### config.mk
export PLATFORM = sky130hd
export DESIGN_NAME = avmm_paged_fill_verify
export DESIGN_NICKNAME = d
export VERILOG_FILES = /design/src/rtl/avmm_fill_pkg.sv /design/src/rtl/avmm_fill_patgen.sv /design/src/rtl/avmm_paged_fill_verify.sv
export SDC_FILE = /design/constraint.sdc
export NUM_CORES = 1
export LEC_CHECK = 0
export CELL_PAD_IN_SITES_DETAIL_PLACEMENT = 2
export CELL_PAD_IN_SITES_GLOBAL_PLACEMENT = 2
export CORE_MARGIN = 2
export CORE_UTILIZATION = 34
export DETAILED_ROUTE_END_ITERATION = 6
export DONT_BUFFER_PORTS = 1
export PLACE_DENSITY_LB_ADDON = 0.08
export SLEW_MARGIN = 10
export SYNTH_ARGS = -nofsm -noshare
export SYNTH_HDL_FRONTEND = slang
export SYNTH_SLANG_ARGS = --single-unit
### constraint.sdc
create_clock -name clk_in -period 2.2 [get_ports clk_in]
set_input_delay 0.55 -clock clk_in [delete_from_list [all_inputs] [get_ports clk_in]]
set_output_delay 0.55 -clock clk_in [all_outputs]
set_load 0.01 [all_outputs]
### src/rtl/avmm_fill_pkg.sv
// Shared types and helpers for the paged Avalon-MM fill/verify engine.
package avmm_fill_pkg;

    typedef enum logic [2:0] {
        ST_IDLE,
        ST_WR_PAGE,
        ST_WR_DATA,
        ST_RD_PAGE,
        ST_RD_REQ,
        ST_RD_WAIT,
        ST_DONE
    } state_t;

    localparam logic [1:0] MODE_NOP    = 2'd0;
    localparam logic [1:0] MODE_FILL   = 2'd1;
    localparam logic [1:0] MODE_VERIFY = 2'd2;
    localparam logic [1:0] MODE_BOTH   = 2'd3;

    localparam logic [31:0] LFSR_TAPS = 32'h80200003;

    // One step of the right-shifting Galois LFSR.
    function automatic logic [31:0] lfsr_next(input logic [31:0] s);
        return {1'b0, s[31:1]} ^ (s[0] ? LFSR_TAPS : 32'h0);
    endfunction

endpackage

### src/rtl/avmm_fill_patgen.sv
// Pattern generator: DW/32 consecutive LFSR states per word, lowest lane first.
// Exposes the current word and the word after it so the engine can preload
// registered write data without waiting for the state to advance.
module avmm_fill_patgen
    import avmm_fill_pkg::*;
#(
    parameter int DW = 64
) (
    input  logic          clk_in,
    input  logic          rstn,
    input  logic          load,
    input  logic [31:0]   seed,
    input  logic          adv,
    output logic [DW-1:0] word,
    output logic [DW-1:0] word_nxt
);

    localparam int LANES = DW / 32;

    logic [31:0] state_q, state_d;

    function automatic logic [31:0] lfsr_adv(input logic [31:0] s, input int n);
        logic [31:0] r;
        r = s;
        for (int k = 0; k < n; k++) r = lfsr_next(r);
        return r;
    endfunction

    for (genvar g = 0; g < LANES; g++) begin : g_lane
        assign word[g*32 +: 32]     = lfsr_adv(state_q, g);
        assign word_nxt[g*32 +: 32] = lfsr_adv(state_q, LANES + g);
    end

    // Load wins over advance; a zero seed would lock the LFSR, so it becomes 1.
    always_comb begin
        state_d = state_q;
        if (load)     state_d = (seed == 32'h0) ? 32'h1 : seed;
        else if (adv) state_d = lfsr_adv(state_q, LANES);
    end

    // LFSR state register.
    always_ff @(posedge clk_in or negedge rstn) begin
        if (!rstn) state_q <= 32'h1;
        else       state_q <= state_d;
    end

endmodule

### src/rtl/avmm_paged_fill_verify.sv
// Avalon-MM master that fills a paged windowed memory with an LFSR pattern,
// reads it back and counts mismatching words.
// Optional first-mismatch capture ports: define AVMM_FILL_FIRST_ERR_EN.
module avmm_paged_fill_verify
    import avmm_fill_pkg::*;
#(
    parameter int DW            = 64,
    parameter int AW            = 16,
    parameter int PAGE_BYTES    = 128,
    parameter int PAGE_COUNT    = 4,
    parameter int PAGE_REG_ADDR = 'h10,
    parameter int WIN_BASE      = 'h1000,
    localparam int PW_L         = PAGE_BYTES * 8 / DW,
    localparam int TOTAL_L      = PW_L * PAGE_COUNT,
    localparam int IW_L         = (TOTAL_L > 1) ? $clog2(TOTAL_L) : 1
) (
    input  logic              clk_in,
    input  logic              rstn,
    input  logic              start,
    input  logic [1:0]        mode,
    input  logic [31:0]       seed,
    output logic              busy,
    output logic              done,
    output logic              pass,
    output logic [15:0]       err_cnt,
`ifdef AVMM_FILL_FIRST_ERR_EN
    output logic [IW_L-1:0]   first_err_idx,
    output logic [DW-1:0]     first_err_exp,
    output logic [DW-1:0]     first_err_act,
`endif
    output logic [AW-1:0]     avm_address,
    output logic              avm_write,
    output logic              avm_read,
    output logic [DW-1:0]     avm_writedata,
    output logic [DW/8-1:0]   avm_byteenable,
    input  logic [DW-1:0]     avm_readdata,
    input  logic              avm_readdatavalid,
    input  logic              avm_waitrequest
);

    localparam int PWB = (PW_L > 1) ? $clog2(PW_L) : 0;
    localparam int BPW = DW / 8;
    localparam logic [IW_L-1:0] LAST_IDX = IW_L'(TOTAL_L - 1);
    localparam logic [IW_L-1:0] PW_MASK  = IW_L'(PW_L - 1);

    state_t            state_q, state_d;
    logic [IW_L-1:0]   idx_q, idx_d;
    logic [1:0]        mode_q, mode_d;
    logic [31:0]       seed_q, seed_d;
    logic              busy_q, busy_d, done_q, done_d, pass_q, pass_d;
    logic [15:0]       err_q, err_d;
    logic [AW-1:0]     addr_q, addr_d;
    logic [DW-1:0]     wdata_q, wdata_d;
    logic              wr_q, wr_d, rd_q, rd_d;
`ifdef AVMM_FILL_FIRST_ERR_EN
    logic [IW_L-1:0]   fe_idx_q, fe_idx_d;
    logic [DW-1:0]     fe_exp_q, fe_exp_d, fe_act_q, fe_act_d;
`endif

    logic              pg_load, pg_adv;
    logic [31:0]       pg_seed;
    logic [DW-1:0]     pg_word, pg_word_nxt;
    logic [IW_L-1:0]   idx_nxt;
    logic              is_last, pg_edge, mism;
    logic [15:0]       err_inc;

    // Window address of word i within its page.
    function automatic logic [AW-1:0] win_addr(input logic [IW_L-1:0] i);
        return AW'(WIN_BASE + int'(i & PW_MASK) * BPW);
    endfunction

    // Page number of word i, zero-extended onto the data bus.
    function automatic logic [DW-1:0] page_of(input logic [IW_L-1:0] i);
        return DW'(i >> PWB);
    endfunction

    // Seed comes straight from the port on the start cycle, from the latch later.
    assign pg_seed = (state_q == ST_IDLE) ? seed : seed_q;

    avmm_fill_patgen #(.DW(DW)) u_patgen (
        .clk_in   (clk_in),
        .rstn     (rstn),
        .load     (pg_load),
        .seed     (pg_seed),
        .adv      (pg_adv),
        .word     (pg_word),
        .word_nxt (pg_word_nxt)
    );

    assign idx_nxt = idx_q + IW_L'(1);
    assign is_last = (idx_q == LAST_IDX);
    assign pg_edge = ((idx_nxt & PW_MASK) == '0);
    assign mism    = (avm_readdata != pg_word);
    assign err_inc = (mism && err_q != 16'hFFFF) ? err_q + 16'd1 : err_q;

    // Next-state logic; every bus output is set up on the edge that enters its state.
    always_comb begin
        state_d = state_q;
        idx_d   = idx_q;
        mode_d  = mode_q;
        seed_d  = seed_q;
        busy_d  = busy_q;
        done_d  = 1'b0;
        pass_d  = pass_q;
        err_d   = err_q;
        addr_d  = addr_q;
        wdata_d = wdata_q;
        wr_d    = wr_q;
        rd_d    = rd_q;
        pg_load = 1'b0;
        pg_adv  = 1'b0;
`ifdef AVMM_FILL_FIRST_ERR_EN
        fe_idx_d = fe_idx_q;
        fe_exp_d = fe_exp_q;
        fe_act_d = fe_act_q;
`endif
        case (state_q)
            ST_IDLE: begin
                if (start) begin
                    mode_d  = mode;
                    seed_d  = seed;
                    err_d   = '0;
                    pass_d  = 1'b0;
                    busy_d  = 1'b1;
                    idx_d   = '0;
                    pg_load = 1'b1;
`ifdef AVMM_FILL_FIRST_ERR_EN
                    fe_idx_d = '0;
                    fe_exp_d = '0;
                    fe_act_d = '0;
`endif
                    case (mode)
                        MODE_FILL, MODE_BOTH: begin
                            state_d = ST_WR_PAGE;
                            wr_d    = 1'b1;
                            addr_d  = AW'(PAGE_REG_ADDR);
                            wdata_d = '0;
                        end
                        MODE_VERIFY: begin
                            state_d = ST_RD_PAGE;
                            wr_d    = 1'b1;
                            addr_d  = AW'(PAGE_REG_ADDR);
                            wdata_d = '0;
                        end
                        default: begin
                            state_d = ST_DONE;
                            done_d  = 1'b1;
                            pass_d  = 1'b1;
                        end
                    endcase
                end
            end
            ST_WR_PAGE, ST_RD_PAGE: begin
                if (!avm_waitrequest) begin
                    addr_d = win_addr(idx_q);
                    if (state_q == ST_WR_PAGE) begin
                        state_d = ST_WR_DATA;
                        wdata_d = pg_word;
                    end else begin
                        state_d = ST_RD_REQ;
                        wr_d    = 1'b0;
                        rd_d    = 1'b1;
                    end
                end
            end
            ST_WR_DATA: begin
                if (!avm_waitrequest) begin
                    pg_adv = 1'b1;
                    idx_d  = idx_nxt;
                    if (is_last) begin
                        if (mode_q == MODE_BOTH) begin
                            state_d = ST_RD_PAGE;
                            idx_d   = '0;
                            pg_load = 1'b1;
                            addr_d  = AW'(PAGE_REG_ADDR);
                            wdata_d = '0;
                        end else begin
                            state_d = ST_DONE;
                            wr_d    = 1'b0;
                            done_d  = 1'b1;
                            pass_d  = (err_q == 16'd0);
                        end
                    end else if (pg_edge) begin
                        state_d = ST_WR_PAGE;
                        addr_d  = AW'(PAGE_REG_ADDR);
                        wdata_d = page_of(idx_nxt);
                    end else begin
                        addr_d  = win_addr(idx_nxt);
                        wdata_d = pg_word_nxt;
                    end
                end
            end
            ST_RD_REQ: begin
                if (!avm_waitrequest) begin
                    state_d = ST_RD_WAIT;
                    rd_d    = 1'b0;
                end
            end
            ST_RD_WAIT: begin
                if (avm_readdatavalid) begin
                    err_d  = err_inc;
                    pg_adv = 1'b1;
                    idx_d  = idx_nxt;
`ifdef AVMM_FILL_FIRST_ERR_EN
                    if (mism && err_q == 16'd0) begin
                        fe_idx_d = idx_q;
                        fe_exp_d = pg_word;
                        fe_act_d = avm_readdata;
                    end
`endif
                    if (is_last) begin
                        state_d = ST_DONE;
                        done_d  = 1'b1;
                        pass_d  = (err_inc == 16'd0);
                    end else if (pg_edge) begin
                        state_d = ST_RD_PAGE;
                        wr_d    = 1'b1;
                        addr_d  = AW'(PAGE_REG_ADDR);
                        wdata_d = page_of(idx_nxt);
                    end else begin
                        state_d = ST_RD_REQ;
                        rd_d    = 1'b1;
                        addr_d  = win_addr(idx_nxt);
                    end
                end
            end
            ST_DONE: begin
                busy_d  = 1'b0;
                state_d = ST_IDLE;
            end
            default: state_d = ST_IDLE;
        endcase
    end

    // Engine state and registered outputs; reset drops requests immediately.
    always_ff @(posedge clk_in or negedge rstn) begin
        if (!rstn) begin
            state_q <= ST_IDLE;
            idx_q   <= '0;
            mode_q  <= MODE_NOP;
            seed_q  <= '0;
            busy_q  <= 1'b0;
            done_q  <= 1'b0;
            pass_q  <= 1'b0;
            err_q   <= '0;
            addr_q  <= '0;
            wdata_q <= '0;
            wr_q    <= 1'b0;
            rd_q    <= 1'b0;
`ifdef AVMM_FILL_FIRST_ERR_EN
            fe_idx_q <= '0;
            fe_exp_q <= '0;
            fe_act_q <= '0;
`endif
        end else begin
            state_q <= state_d;
            idx_q   <= idx_d;
            mode_q  <= mode_d;
            seed_q  <= seed_d;
            busy_q  <= busy_d;
            done_q  <= done_d;
            pass_q  <= pass_d;
            err_q   <= err_d;
            addr_q  <= addr_d;
            wdata_q <= wdata_d;
            wr_q    <= wr_d;
            rd_q    <= rd_d;
`ifdef AVMM_FILL_FIRST_ERR_EN
            fe_idx_q <= fe_idx_d;
            fe_exp_q <= fe_exp_d;
            fe_act_q <= fe_act_d;
`endif
        end
    end

    assign busy           = busy_q;
    assign done           = done_q;
    assign pass           = pass_q;
    assign err_cnt        = err_q;
    assign avm_address    = addr_q;
    assign avm_write      = wr_q;
    assign avm_read       = rd_q;
    assign avm_writedata  = wdata_q;
    assign avm_byteenable = '1;
`ifdef AVMM_FILL_FIRST_ERR_EN
    assign first_err_idx  = fe_idx_q;
    assign first_err_exp  = fe_exp_q;
    assign first_err_act  = fe_act_q;
`endif

endmodule

==> results.py <==
metrics = {
    "run_status": {
        "status": "complete, but fails checks",
        "violations": "hold timing, setup timing",
    },
    "power": {
        "power.total_mw": 20.3,
        "power_density_mw_per_mm2": 1720,
        "p_leak_nw": 5.13,
        "max-vdd-ir-drop_mv": 0.557,
    },
    "worst_setup_path": {
        "cp.required_ps": 2540,
        "r2r-end": "pass$_DFFE_PN0P_",
        "r2r_cells": 10,
        "regToRegStartpoint": "u_patgen.state_q[9]$_DFFE_PN0P_",
        "cp_data_arrival_time_ps": 2990,
        "critPathLaunch": "u_patgen.state_q[9]$_DFFE_PN0P_",
        "critPathCaptureType": "flip-flop",
        "critPathMaxFanout": 6,
        "ff2ff_setup_slack_ps": -460,
        "crit_type": "flip-flop to flip-flop",
        "cp-start-kind": "flip-flop",
    },
    "placement": {
        "pre_cts_ws_ps": -587,
        "io_buffers": 0,
        "dp_hpwl_um": 25000,
        "gp_congestion": 0.920,
    },
    "routing": {
        "drt-wirelength-per-cell_um": 26.9,
        "met2WireLength_um": 20900,
        "wl_met1_um": 16000,
        "postRouteWirelength_um": 39800,
        "highest_layer": "met4",
        "via_count": 8438,
        "route.detailed.drc": 0,
        "route.met3.wl_um": 1690,
        "viasPerCell": 5.69,
        "dr.pass1.iters": 5,
        "antenna_left": 0,
        "drt_iter0_drc": 474,
    },
    "cts": {
        "cts_made_buffers": 17,
        "clock_latency_ps": 440,
        "clockBufferDepth": 2,
        "cts_sinks": 137,
        "clockRootBuffer": "clkbuf_16",
        "cts_tree": "yes",
        "cts.htree.levels": 4,
        "clkTransAtPathRegs_ps": 70,
    },
    "sta": {
        "hold_viol": 136,
        "tightestPinTransition_ps": 573,
        "layout_min_cycle_time_ps": 2660,
        "clock-skew-final_ps": 14.8,
        "hold_slack_ps": -198,
        "layout_setup_ws_ps": -456,
        "fmax_ghz": 0.376,
        "relSlewSlack": 0.618,
        "setup_viol": 55,
        "grt_setup_unrepaired": "true",
        "slew_violations": 0,
        "finalCritPeriodShare": 1.21,
    },
    "synthesis": {
        "ys_ff_latch": 137,
        "seq_area_frac_synth": 0.404,
        "synthTopCellsByCount": "218 x nand2_1, 136 x dfrtp_1, 87 x o21ai_0, 58 x a21oi_1, 55 x nor2_1",
        "synth.area.top_cells": "dfrtp_1 40%, nand2_1 9.6%, xnor2_1 5.6%, o21ai_0 5.1%, mux2i_1 4.2%",
        "synthesis.area_mm2": 0.00850,
        "yosys.area.top_type": "dfrtp_1",
        "async_flop_share": 1.00,
        "ys_types": 63,
        "synth_ff_type": "dfrtp_1",
        "synth_cells": 1032,
        "netlist.area_leader.share": 0.401,
        "synth_edf_count": 0,
        "avgSynthCellArea_um2": 8.23,
        "ys.warnings.count": 0,
        "synth_most_common_cell": "nand2_1",
    },
    "layout": {
        "synthToLayoutAreaGrowth_pct": 38.9,
        "fillCellCount": 2603,
        "nNetsFinal": 1253,
        "antennaDiodeCount": 0,
        "layout-drive-gt1-share": 0.342,
        "fin_util": 0.483,
    },
    "floorplan": {
        "die-height_um": 162,
        "die_w_um": 162,
        "rows": 57,
        "initial_core_util": 0.347,
        "die-area_mm2": 0.0263,
        "design.core.area_mm2": 0.0245,
        "io_pins": 212,
    },
    "grt": {
        "grt_use_total": 0.280,
        "antenna_found_initial": 0,
        "overflow": 0,
        "grt_max_degree": 138,
        "grt_pass1_wl_um": 55400,
        "grt_pass1_vias": 9186,
    },
    "flow_run": {
        "max_cap_violations": 0,
    },
    "hold_path": {
        "hold_path.class": "input pin to async pin",
    },
}
## registers in the layout, summed over array words and instances (netlist names)
| register | cells |
|---|---|
| u_patgen.state_q | 32 |
| busy | 1 |
| idx_q | 6 |
| done | 1 |
| seed_q | 32 |
| avm_write | 1 |
| err_cnt | 16 |
| avm_read | 1 |
| pass | 1 |
| state_q | 3 |
| mode_q | 2 |
| avm_writedata | 36 |
| avm_address | 5 |
## kinds of logic after synthesis
kind of cell,share of synthesized area
xor+xnor,0.0711
mux,0.0464
other cells,0.000884
compound gates,0.184
simple gates,0.201
fa+ha+maj,0.00442
flops,0.404
buf+inv,0.0886
## metrics by stage
step                      cells  hold slack [ps]  setup TNS (ps)  cell area [µm²]
after global routing       1483             -215          -12760            11800
after CTS                  1454             -209           -4690            10900
final                      1483             -198           -6510            11800
after global placement     1391              261           -6520             9510
after floorplan            1049              254            -138             8590
after detailed placement   1391              259           -9370             9510
## critical path, cell delays in order (launching register included)
cell and delay [ps]:
dfrtp_1 520, xnor2_1 210, nand4_1 150, nor4_1 60, buf_4 140, and3_4 230, buf_4 160, a2111o_1 420
a32oi_2 270, o2111ai_2 180, o31ai_2 210
## per-layer routing
| metal | vias to the layer above | global-route usage |
|---|---|---|
| met5 | - | 0 |
| met4 | 0 | 0.0901 |
| met3 | 72 | 0.0618 |
| met2 | 244 | 0.513 |
| met1 | 4370 | 0.323 |
| li1 | 3752 | - |
## repair_timing
action | in CTS | in global routing
hold endpoints to repair | 137 | 137
buffers inserted | 25 | 21
setup endpoints to repair | 67 | 86
pin swaps | 24 | 44
cloned | 9 | 11
gates resized for setup | 93 | 155
## worst max-delay path by stage
stage / to / slack (ps) / cells past startpoint
final: pass$_DFFE_PN0P_ / -460 / 10
after global routing: pass$_DFFE_PN0P_ / -500 / 10
after CTS: pass$_DFFE_PN0P_ / -360 / 9
after detailed placement: pass$_DFFE_PN0P_ / -590 / 9
after global placement: pass$_DFFE_PN0P_ / -470 / 9
after floorplan: pass$_DFFE_PN0P_ / -110 / 8
## layout by cell type, fill, tap and decap left out, types with 4 or more instances in the layout
cell type,instances
nor4_1,7
nand3_1,14
and2_1,5
nand2b_1,5
o21ai_0,52
o31ai_1,6
buf_6,13
nor3_1,12
xor2_1,14
and3_4,4
o22ai_1,4
mux2i_1,20
inv_6,4
mux2i_4,9
o21ai_2,36
o21ai_1,21
nor2_1,48
nand2_4,25
a22oi_1,31
nand2_1,186
nand4_1,21
and3_1,11
buf_12,13
mux2i_2,7
inv_1,9
a21oi_1,54
nand2_2,8
clkbuf_16,25
dfrtp_1,133
conb_1,19
nor2_4,4
buf_4,167
xnor2_1,51
buf_16,7
a31oi_1,4
## area by class of cell
| cell class | count | area, µm² | share of cell area |
|---|---|---|---|
| clock buffer | 18 | 439 | 0.0372 |
| sequential | 137 | 3430 | 0.291 |
| tap | 324 | 405 | 0.0343 |
| multi-input combinational | 772 | 5240 | 0.444 |
| inverter | 9 | 33.8 | 0.00286 |
| clock inverter | 13 | 168 | 0.0142 |
| timing repair buffer | 210 | 2080 | 0.176 |
## power by group
part           total [mW]  leakage [nW]  internal (mW)  switching (mW)
logic                12.3          3.13           5.78            6.56
registers            4.82          1.70           3.47            1.35
clock network        3.10         0.294           1.82            1.28
No activity file was read; power rests on OpenSTA's default activity.
